### config.mk
export PLATFORM = sky130hd
export DESIGN_NAME = lcd_init_ahb_master
export DESIGN_NICKNAME = d
export VERILOG_FILES = /design/src/rtl/lcd_init_ahb_master.sv
export SDC_FILE = /design/constraint.sdc
export NUM_CORES = 1
export LEC_CHECK = 0
export CAP_MARGIN = 20
export CORE_ASPECT_RATIO = 1.4
export CORE_MARGIN = 2
export CORE_UTILIZATION = 49
export CTS_CLUSTER_SIZE = 25
export DETAILED_ROUTE_END_ITERATION = 7
export MAX_ROUTING_LAYER = met4
export PLACE_DENSITY = 0.83
export SYNTH_ARGS = -nofsm -noshare
export SYNTH_HDL_FRONTEND = slang
export SYNTH_SLANG_ARGS = --single-unit
### constraint.sdc
create_clock -name clk_i -period 7.25 [get_ports clk_i]
set_clock_uncertainty 0.2 [all_clocks]
set_input_delay 1.45 -clock clk_i [delete_from_list [all_inputs] [get_ports clk_i]]
set_output_delay 1.45 -clock clk_i [all_outputs]
set_load 0.02 [all_outputs]
### src/rtl/lcd_init_ahb_master.sv
// AHB-Lite master that writes a fixed HD44780 init sequence into an LCD config block.
// Define LCD_INIT_READBACK_EN to read back and verify every instruction write.
module lcd_init_ahb_master #(
  parameter logic [15:0] PRESCALER_VAL    = 16'd10,
  parameter logic [15:0] GAP_CYCLES       = 16'd4000,
  parameter logic [15:0] CLEAR_GAP_CYCLES = 16'd20000,
  parameter logic [11:0] CTRL_ADDR        = 12'h000,
  parameter logic [11:0] INSTR_ADDR       = 12'h004,
  parameter logic [11:0] PRESCALER_ADDR   = 12'h00C
) (
  input  logic        clk_i,
  input  logic        rst_ni,
  input  logic        start_i,
  output logic [11:0] haddr_o,
  output logic [31:0] hwdata_o,
  output logic        hwrite_o,
  output logic [1:0]  htrans_o,
  input  logic [31:0] hrdata_i,
  input  logic        hready_i,
  input  logic        hresp_i,
  output logic        busy_o,
  output logic        done_o,
  output logic        error_o
);

  localparam logic [1:0] HTRANS_IDLE   = 2'b00;
  localparam logic [1:0] HTRANS_NONSEQ = 2'b10;
  localparam logic [2:0] LAST_STEP     = 3'd6;

  typedef enum logic [2:0] {
    StIdle,
    StAddr,
    StData,
    StGap,
`ifdef LCD_INIT_READBACK_EN
    StRdbkAddr,
    StRdbkData,
`endif
    StDone,
    StErr
  } state_e;

  state_e      r_state, w_state_next;
  logic [2:0]  r_step, w_step_next;
  logic [15:0] r_cnt, w_cnt_next;
  logic        r_done, w_done_next;
  logic        r_error, w_error_next;
  logic [11:0] r_haddr;
  logic [31:0] r_hwdata;
  logic        r_hwrite;
  logic        w_load_step;
  logic        w_load_rdbk;
  logic [15:0] w_gap;
  logic        w_gap_end;

  function automatic logic [11:0] step_addr(input logic [2:0] step);
    case (step)
      3'd0:    return PRESCALER_ADDR;
      3'd1:    return CTRL_ADDR;
      default: return INSTR_ADDR;
    endcase
  endfunction

  function automatic logic [31:0] step_data(input logic [2:0] step);
    case (step)
      3'd0:    return {16'h0000, PRESCALER_VAL};
      3'd1:    return 32'h0000_0001;
      3'd2:    return 32'h0000_0030;
      3'd3:    return 32'h0000_0038;
      3'd4:    return 32'h0000_000C;
      3'd5:    return 32'h0000_0001;
      default: return 32'h0000_0006;
    endcase
  endfunction

  // Clear-display needs the long settle time; every other instruction uses the short gap.
  assign w_gap     = ((r_step >= 3'd2) && (step_data(r_step) == 32'h0000_0001)) ?
                     CLEAR_GAP_CYCLES : GAP_CYCLES;
  assign w_gap_end = ({1'b0, r_cnt} + 17'd1) >= {1'b0, w_gap};

`ifdef LCD_INIT_READBACK_EN
  logic w_unused_hrdata;
  assign w_unused_hrdata = ^hrdata_i[31:10];
`else
  logic w_unused_hrdata;
  assign w_unused_hrdata = ^hrdata_i;
`endif

  always_comb begin
    w_state_next = r_state;
    w_step_next  = r_step;
    w_cnt_next   = r_cnt;
    w_done_next  = r_done;
    w_error_next = r_error;
    w_load_step  = 1'b0;
    w_load_rdbk  = 1'b0;
    unique case (r_state)
      StIdle, StDone, StErr: begin
        if (start_i) begin
          w_state_next = StAddr;
          w_step_next  = 3'd0;
          w_cnt_next   = 16'd0;
          w_done_next  = 1'b0;
          w_error_next = 1'b0;
          w_load_step  = 1'b1;
        end
      end
      StAddr: begin
        if (hready_i) w_state_next = StData;
      end
      StData: begin
        if (hresp_i) begin
          w_state_next = StErr;
          w_error_next = 1'b1;
        end else if (hready_i) begin
          if (r_step < 3'd2) begin
            w_state_next = StAddr;
            w_step_next  = r_step + 3'd1;
            w_load_step  = 1'b1;
          end else begin
`ifdef LCD_INIT_READBACK_EN
            w_state_next = StRdbkAddr;
            w_load_rdbk  = 1'b1;
`else
            w_state_next = StGap;
            w_cnt_next   = 16'd0;
`endif
          end
        end
      end
`ifdef LCD_INIT_READBACK_EN
      StRdbkAddr: begin
        if (hready_i) w_state_next = StRdbkData;
      end
      StRdbkData: begin
        if (hresp_i) begin
          w_state_next = StErr;
          w_error_next = 1'b1;
        end else if (hready_i) begin
          if (hrdata_i[9:0] == r_hwdata[9:0]) begin
            w_state_next = StGap;
            w_cnt_next   = 16'd0;
          end else begin
            w_state_next = StErr;
            w_error_next = 1'b1;
          end
        end
      end
`endif
      StGap: begin
        if (w_gap_end) begin
          w_cnt_next = 16'd0;
          if (r_step == LAST_STEP) begin
            w_state_next = StDone;
            w_done_next  = 1'b1;
          end else begin
            w_state_next = StAddr;
            w_step_next  = r_step + 3'd1;
            w_load_step  = 1'b1;
          end
        end else begin
          w_cnt_next = r_cnt + 16'd1;
        end
      end
      default: w_state_next = StIdle;
    endcase
  end

  always_ff @(posedge clk_i or negedge rst_ni) begin
    if (!rst_ni) begin
      r_state  <= StIdle;
      r_step   <= 3'd0;
      r_cnt    <= 16'd0;
      r_done   <= 1'b0;
      r_error  <= 1'b0;
      r_haddr  <= 12'h000;
      r_hwdata <= 32'h0000_0000;
      r_hwrite <= 1'b0;
    end else begin
      r_state <= w_state_next;
      r_step  <= w_step_next;
      r_cnt   <= w_cnt_next;
      r_done  <= w_done_next;
      r_error <= w_error_next;
      // hwdata keeps the written value through readback so it can be compared.
      if (w_load_step) begin
        r_haddr  <= step_addr(w_step_next);
        r_hwdata <= step_data(w_step_next);
        r_hwrite <= 1'b1;
      end else if (w_load_rdbk) begin
        r_haddr  <= INSTR_ADDR;
        r_hwrite <= 1'b0;
      end
    end
  end

  always_comb begin
    htrans_o = HTRANS_IDLE;
    busy_o   = 1'b0;
    unique case (r_state)
      StAddr: begin
        htrans_o = HTRANS_NONSEQ;
        busy_o   = 1'b1;
      end
      StData, StGap: busy_o = 1'b1;
`ifdef LCD_INIT_READBACK_EN
      StRdbkAddr: begin
        htrans_o = HTRANS_NONSEQ;
        busy_o   = 1'b1;
      end
      StRdbkData: busy_o = 1'b1;
`endif
      default: ;
    endcase
  end

  assign haddr_o  = r_haddr;
  assign hwdata_o = r_hwdata;
  assign hwrite_o = r_hwrite;
  assign done_o   = r_done;
  assign error_o  = r_error;

endmodule

======== Word-level counts from Yosys, hierarchy flattened ========
Index checks and enable logic that the tools add are counted.
word-level totals
  register bits after elaboration ......... 69
  latch bits .............................. 0
  memory bits (writable) .................. 0
  memory bits (read-only) ................. 0
  bits of input ports ..................... 37
  output and inout bits ................... 50
  logic and storage cells ................. 95
  memories ................................ 0
cells by class
  add/sub/neg operators ................... 3
  multiply operators ...................... 0
  div/mod/pow operators ................... 0
  magnitude comparators ................... 3
  equality and inequality tests ........... 26
  shift-type cells ........................ 0
  mux-type cells .......................... 40
  bitwise gates (word level) .............. 0
  reductions and logical operators ........ 15
operator list
  kind                     number
  $mux W16                 5
  $pmux W6 S5              2
  $pmux W16 S3             1
  $mux W3                  12
  $eq A32 B1 Y1 const B    1
  $eq A3 B3 Y1 const B     7
  $eq A3 B2 Y1 const B     6
  $add A16 B1 Y17 const B  1
  $ge A17 B15 Y1           1
  $add A16 B1 Y16 const B  1
  $ne A2 B2 Y1 const B     8
  $mux W15                 1
  $pmux W3 S4              1
  $mux W1                  11
  $eq A3 B1 Y1 const B     3
  $logic_not A3 Y1         3
  $pmux W3 S3              1
  $pmux W4 S2              1
  $reduce_and A4 Y1        2
  $reduce_or A3 Y1         2
  $reduce_and A5 Y1        1
  $mux W2                  2
  $pmux W1 S2              2
  $reduce_bool A2 Y1       2
  9 further kinds          10

======== Depth between registers and ports, before layout ========
Gate-level depths: netlist of run 1.
  depth after elaboration ................. 12
  gate-level depth with buffers ........... 16
  mapped depth without buffers ............ 15

======== Worst setup path before layout of run 1 ========
OpenSTA, ideal clock, no wires.
  path type ............................... reg2reg
  start point ............................. register r_cnt[0]
  end point ............................... register r_haddr[3], in the netlist haddr_o[3]
  library setup time ...................... 0.129 ns
  arrival time ............................ 3.037 ns
  required time ........................... 6.921 ns
  slack ................................... 3.884 ns
  stages on the path, launching flop included .. 17
  buffers on the path ..................... 1
  period minus slack after synthesis ...... 3.366 ns
  path through ............................ dfrtp_1 -> ha_1 -> nand4_2 -> nor3_2 -> nand3_1 -> xnor2_1 -> ha_1 -> nand2b_1 -> a21oi_1 -> mux2_2 -> o21ai_2 -> or3_1 -> buf_6 -> a32oi_4 -> nand3b_1 -> or2_1 -> o21ai_1
between the ends
  cells in the longest elaborated chain, start to end .. 6
  elaborated cells on any way between the ends .. 9
  those cells by class .................... add/sub (1); order compare (1); eq/ne (1); mux (5); reduce/logical (1)
ends and longest elaborated chain
  what                                                     RTL line  source
  from (decl)                                              45        logic [15:0] r_cnt, w_cnt_next;
  from (signal assigned)                                   182       r_cnt <= w_cnt_next;
  $add A16 B1 Y17 *                                        79        assign w_gap_end = ({1'b0, r_cnt} + 17'd1) >= {1'b0, w_gap};
  $ge A17 B15 Y1 *                                         79
  $mux W3 *                                                151       if (w_gap_end) begin
  $pmux W3 S3 *                                            97        unique case (r_state)
  net w_step_next[0]                                       44        logic [2:0] r_step, w_step_next;
  $eq A3 B1 Y1 / $logic_not A3 Y1 (equally long branches)  57        case (step)
  $pmux W4 S2 *                                            57
  to (signal assigned)                                     187       r_haddr <= step_addr(w_step_next);
  to (decl)                                                48        logic [11:0] r_haddr;
Mark *: on every way through the listed nets, which the timed path passes. The rest lies on a longest branch.
A chain may end at the register's enable or synchronous reset.

======== Worst setup path after layout of run 1 ========
Ends and elaborated chain as after synthesis.

==> results of run 1 <==
flip-flops by register name, summed over array words and instances (netlist names):
name	flops
haddr_o	2
r_state	3
r_step	3
r_cnt	16
hwrite_o	1
hwdata_o	5
done_o	1
error_o	1
per-layer routing:
metal,routed length (um),up-vias
met2,2590,58
li1,-,991
met5,0,-
met4,111,0
met3,205,10
met1,1940,957
synth_stat cells (6+ instances only):
| cell type | number | share of area (%) |
|---|---|---|
| inv_1 | 8 | 1.2 |
| dfrtp_1 | 32 | 33 |
| o21ai_0 | 30 | 6.2 |
| ha_1 | 10 | 5.2 |
| nor2_1 | 29 | 4.5 |
| buf_4 | 38 | 12 |
| nand2_1 | 31 | 4.8 |
| nand3_1 | 8 | 1.7 |
| nor3_1 | 6 | 1.2 |
| a21oi_1 | 17 | 3.5 |
| clkbuf_1 | 6 | 0.93 |
| nand2b_1 | 7 | 1.8 |
cell usage in the layout, fill, tap and decap left out, types with 4 or more instances in the layout:
cell type / synthesis / layout
o21ai_1: 4 / 5
nand2_1: 31 / 31
nor2_1: 29 / 29
nor3_1: 6 / 5
nand3_1: 8 / 8
inv_1: 8 / 8
o21ai_0: 30 / 29
ha_1: 10 / 10
conb_1: 1 / 37
dfrtp_1: 32 / 32
a31oi_1: 5 / 5
clkbuf_8: 0 / 5
nand4_1: 5 / 5
clkdlybuf4s50_1: 0 / 17
a21oi_1: 17 / 17
and3_1: 4 / 4
o31ai_1: 5 / 5
nand2b_1: 7 / 7
power by group:
group	switching (uW)	total, uW	internal (uW)
logic	276	435	159
registers	63.0	286	223
clock network	72.9	175	102
total	412	896	484
how the worst max path moves through the flow:
stage,startpoint,endpoint,depth (start not counted)
after floorplan,r_cnt[0],haddr_o[3],16
after global placement,r_cnt[0],hwdata_o[1],13
after detailed placement,r_cnt[0],hwdata_o[1],13
after CTS,r_cnt[0],hwdata_o[1],13
after global routing,r_cnt[0],hwdata_o[1],13
final,r_cnt[0],haddr_o[3],13
area by class of cell:
type	instances	area, um2	share of cell area, %
clock buffers	5	68.8	2.65
clock inverters	3	42.5	1.64
inverters	8	30.0	1.15
multi-input cells	243	1400	53.9
flip-flops and latches	32	801	30.8
well taps	64	80.1	3.08
repair buffers	18	178	6.83
per-stage QoR:
stage               power [uW]  worst slack, ps  util (%)
floorplan                  613             3880         -
global placement           714             3220      51.8
detailed placement         725             3100      51.8
CTS                        899             3070      54.1
global route               974             2760      54.1
finish                     896             3020      54.1
logic make-up (layout without fill, tap and decap cells):
kind of cell | Yosys count | in the layout | share of synthesized area (%)
muxes | 1 | 1 | 0.464
AOI/OAI and AO/OA | 79 | 79 | 20.6
and+or+nand+nor | 113 | 113 | 24.5
DFF | 32 | 32 | 33.0
other | 1 | 37 | 0.155
xor gates and xnor gates | 3 | 3 | 1.08
buffers and inverters | 56 | 34 | 15.0
adders and majority gates | 10 | 10 | 5.16
tightest hold or removal path, stage by stage (launching register included):
cell and delay (ps):
dfrtp_1 350, nand2_1 50, nand2_1 50
==> flow_metrics.py, run 1 <==
metrics = {
    "worst_setup_path": {
        "crit_chain": "ha_1 -> nand4_2 -> nor3_2 -> nand3_1 -> xnor2_1 -> ha_1 -> a21boi_0 -> o311a_2 -> or3_1 -> a32oi_4 -> nand3b_1 -> or2_1 -> o21ai_1",
        "r2r_end": "haddr_o[3]",
        "critPathKind": "register to register",
        "cpMostUsedCell": "ha_1",
        "reg2reg_from": "r_cnt[0]",
        "arrival_ps": 4240,
        "reg2reg_slack_ps": 3020,
        "required_ps": 7260,
        "cp_max_fo": 18,
        "worstRegToRegCells": 13,
        "crit_family": "simple AND/OR/NAND/NOR gates",
        "critPathLaunchType": "register",
        "cp_slowest_stage_delay_ps": 550,
        "end_kind": "register",
        "cp.buffers_inverters": 0,
        "cp_slowest_cell": "or3_1",
    },
    "clocking": {
        "postCtsResizedCells": 0,
        "clk_latency_ps": 290,
        "cts_tree": "done",
        "htreeDepth": 2,
        "root_buffer": "clkbuf_8",
        "holdBufCountCts": 0,
        "postCtsSetupBuffers": 0,
        "numCtsBuffers": 5,
        "clockBufferDepth": 2,
        "cts.sinks": 32,
        "clk_pin_slew_worst_paths_ps": 70,
    },
    "floorplan": {
        "dieHeight_um": 87.3,
        "start_util_pct": 50.5,
        "num_rows": 30,
        "die_area_um2": 5540,
        "coreArea_um2": 4800,
        "io_pins": 87,
        "die_w_um": 63.5,
    },
    "timing": {
        "tns_ps": 0,
        "drv_slew": 0,
        "hold_viol": 0,
        "slew-limit-headroom_pct": 28.1,
        "setup_viol_count_final": 0,
        "fmaxAchievable_mhz": 237,
        "fin_crit_sh_pct": 58.3,
        "worstMarginPinSlew_ps": 1070,
        "whs_ps": 276,
        "fin_crit_ps": 4230,
        "rsz0062_at_grt": "false",
    },
    "synthesis": {
        "synthFlopType": "dfrtp_1",
        "syn_inst": 295,
        "synthArstFlopShare_pct": 100,
        "netlist_area_um2": 2430,
        "yosysUniqueCellTypes": 53,
        "yosysSeqAreaShare_pct": 33.0,
        "ys_seq_elements": 32,
        "syn_area_per_cell_um2": 8.22,
        "synth-edff-count": 0,
        "ys_warn_count": 0,
    },
    "power_and_ir_drop": {
        "cellPowerDensity_nw_per_um2": 344,
        "ir_worst_vdd_v": 0.000289,
        "p_leak_uw": 0.00115,
    },
    "placed_design": {
        "hpwl_um": 3480,
        "portBuffers": 17,
        "dp.cells": 365,
        "placed_cell_area_um2": 2490,
        "gp_congestion": 0.880,
    },
    "worst_hold_path": {
        "holdCritPathClass": "register to register",
        "holdCritStartpoint": "hwdata_o[2]",
        "hold_depth": 2,
        "hold_end": "hwdata_o[2]",
    },
    "global_routing": {
        "grt_pass1_wl_um": 8150,
        "grt_usage_pct": 19.0,
        "met3_usage_pct": 2.85,
        "antenna_found_initial": 0,
        "grt_pass1_vias": 1828,
        "met2_usage_pct": 33.7,
        "grt_use_met1_pct": 21.2,
        "gr-total-overflow": 0,
        "grt.busiest_layer": "met2",
        "grt_max_degree": 33,
    },
    "routing": {
        "routed_wl_um": 4850,
        "drtPass1Iterations": 4,
        "drt-initial-drc-count": 65,
        "drt-wirelength-per-cell_um": 13.0,
        "drc": 0,
        "antenna_left": 0,
        "via_per_inst": 5.40,
        "vias": 2016,
    },
    "cells_and_area": {
        "n_fill_cell": 457,
        "antennaDiodeCount": 0,
        "fin_area_um2": 2600,
        "area.growth.synth_to_final_pct": 7.22,
        "nets": 355,
        "finalNonFillerCells": 373,
        "layout-drive-gt1-share_pct": 8.09,
    },
    "outcome": {
        "status": "finished clean",
    },
    "run": {
        "cap_violations": 0,
    },
}
No activity file was read; power rests on OpenSTA's default activity.
==> run 2: changes to the inputs <==
- CORE_UTILIZATION: 49 -> 41
- PLACE_DENSITY: 0.83 -> 0.74
- clock period: 7.25 -> 3.45 ns (I/O delays scaled with it)
==> flow_metrics.py, run 2 (synthesis results as in run 1) <==
metrics = {
    "outcome": {
        "status": "finished clean",
    },
    "cells_and_area": {
        "layout-drive-gt1-share_pct": 15.6,
        "nets": 373,
        "mostFrequentLayoutCells": "conb_1 (37), dfrtp_1 (31), nand2_1 (30), o21ai_0 (29), nor2_1 (28)",
        "multi_input_area_um2": 1450,
        "antennaDiodeCount": 0,
        "utilization_pct": 48.3,
        "n_fill_cell": 563,
        "largest_register": "r_cnt",
        "area.growth.synth_to_final_pct": 15.1,
        "finalNonFillerCells": 397,
        "layout_commonest_cell": "conb_1",
        "largest_reg_flops": 16,
        "seq_area_um2": 802,
        "fin_area_um2": 2790,
    },
    "floorplan": {
        "num_rows": 33,
        "coreArea_um2": 5780,
        "die_w_um": 69.0,
        "io_pins": 87,
        "dieHeight_um": 95.0,
        "start_util_pct": 42.0,
        "die_area_um2": 6560,
    },
    "clocking": {
        "clk_pin_slew_worst_paths_ps": 70,
        "holdBufCountCts": 0,
        "postCtsResizedCells": 0,
        "htreeDepth": 2,
        "cts.sinks": 32,
        "postCtsSetupBuffers": 0,
        "clk_latency_ps": 290,
        "root_buffer": "clkbuf_8",
        "clockBufferDepth": 2,
        "cts_tree": "done",
        "numCtsBuffers": 5,
    },
    "placed_design": {
        "dp.cells": 389,
        "gp_congestion": 0.859,
        "hpwl_um": 3900,
        "placed_cell_area_um2": 2630,
        "pre_cts_slack_ps": 127,
        "portBuffers": 17,
    },
    "worst_setup_path": {
        "end_kind": "register",
        "cp_max_fo": 5,
        "worstRegToRegCells": 13,
        "cp_slowest_cell": "or3_1",
        "cp_slowest_stage_delay_ps": 420,
        "crit_chain": "ha_2 -> nand4_4 -> nor2_4 -> xor2_1 -> ha_1 -> a21oi_2 -> o211ai_1 -> o311a_2 -> or3_1 -> a32oi_4 -> nand3b_1 -> or2_1 -> o21ai_1",
        "reg2reg_from": "r_cnt[0]",
        "arrival_ps": 3200,
        "reg2reg_slack_ps": 230,
        "crit_family": "simple AND/OR/NAND/NOR gates",
        "critPathLaunchType": "register",
        "cp.buffers_inverters": 0,
        "critPathKind": "register to register",
        "r2r_end": "haddr_o[3]",
        "required_ps": 3430,
    },
    "global_routing": {
        "grt_max_degree": 33,
        "grt_pass1_wl_um": 8870,
        "antenna_found_initial": 0,
        "gr-total-overflow": 0,
        "grt_usage_pct": 17.3,
        "grt_pass1_vias": 2015,
    },
    "power_and_ir_drop": {
        "cellPowerDensity_nw_per_um2": 722,
        "ir_worst_vdd_v": 0.000491,
        "p_leak_uw": 0.00128,
    },
    "timing": {
        "setup_viol_count_final": 0,
        "fin_crit_sh_pct": 93.3,
        "fin_crit_ps": 3220,
        "fmaxAchievable_mhz": 311,
        "tns_ps": 0,
        "hold_viol": 0,
        "setup_slack_ps": 229,
        "drv_slew": 0,
    },
    "routing": {
        "drtPass1Iterations": 4,
        "drc": 0,
        "routed_wl_um": 5430,
        "antenna_left": 0,
        "drt-wirelength-per-cell_um": 13.7,
        "vias": 2146,
        "via_per_inst": 5.41,
        "drt-initial-drc-count": 62,
    },
    "worst_hold_path": {
        "holdCritStartpoint": "haddr_o[2]",
        "hold_depth": 2,
        "holdCritPathClass": "register to register",
        "hold_end": "haddr_o[2]",
    },
    "run": {
        "cap_violations": 0,
    },
}
## run 2: cell types whose count changed in the layout (fill, tap and decap cells not counted), moves of 2 or more
cell     change
a21oi_2      +2
a21oi_1      -2
buf_4       +18
nand3_1      -2
nor3_2       -2
nand3_2      +2
## run 2: worst register-to-register path, delay by kind of cell, from the launching register on
family | cells | cell delay [ps]
DFF | 1 | 370
adders and majority gates | 2 | 490
AOI/OAI and AO/OA | 5 | 810
xor gates and xnor gates | 1 | 170
and+or+nand+nor | 5 | 1070
## run 2: layout make-up
class / instances / area share [%]
clock buffer: 5 / 2.46
timing repair buffer: 36 / 11.2
multi-input combinational: 243 / 51.9
inverter: 8 / 1.08
tap: 70 / 3.14
sequential: 32 / 28.7
clock inverter: 3 / 1.52
## run 2: layer usage
metal	share of wire (%)	global-route usage, %	up-vias
li1	-	-	1029
met4	4.1	9.64	0
met5	0	-	-
met1	39	17.3	1019
met2	53	32.0	76
met3	4.3	2.75	22
## run 2: worst max path at each step
stage             start           to  slack [ps]  cells past startpoint
6_report       r_cnt[0]   haddr_o[3]         230                     13
2_1_floorplan  r_cnt[0]   haddr_o[3]          80                     16
3_5_place_dp   r_cnt[0]  hwdata_o[1]         130                     13
3_3_place_gp   r_cnt[0]   haddr_o[2]         120                     13
5_1_grt        r_cnt[1]   haddr_o[3]         -20                     16
4_1_cts        r_cnt[0]  hwdata_o[1]         100                     13
## run 2: per-stage QoR
stage          total power (uW)  hold WS [ps]
2_1_floorplan              1290           194
3_3_place_gp               1610           252
3_5_place_dp               1640           269
4_1_cts                    2020           286
5_1_grt                    2170           308
6_report                   2020           282
## run 2: report_power, final
| group | leakage, uW | internal (uW) | total [uW] | switching (uW) |
|---|---|---|---|---|
| clock | 0.0000541 | 214 | 367 | 154 |
| combinational | 0.000812 | 419 | 1090 | 672 |
| sequential | 0.000411 | 471 | 559 | 88.2 |
| total | 0.00128 | 1100 | 2020 | 914 |
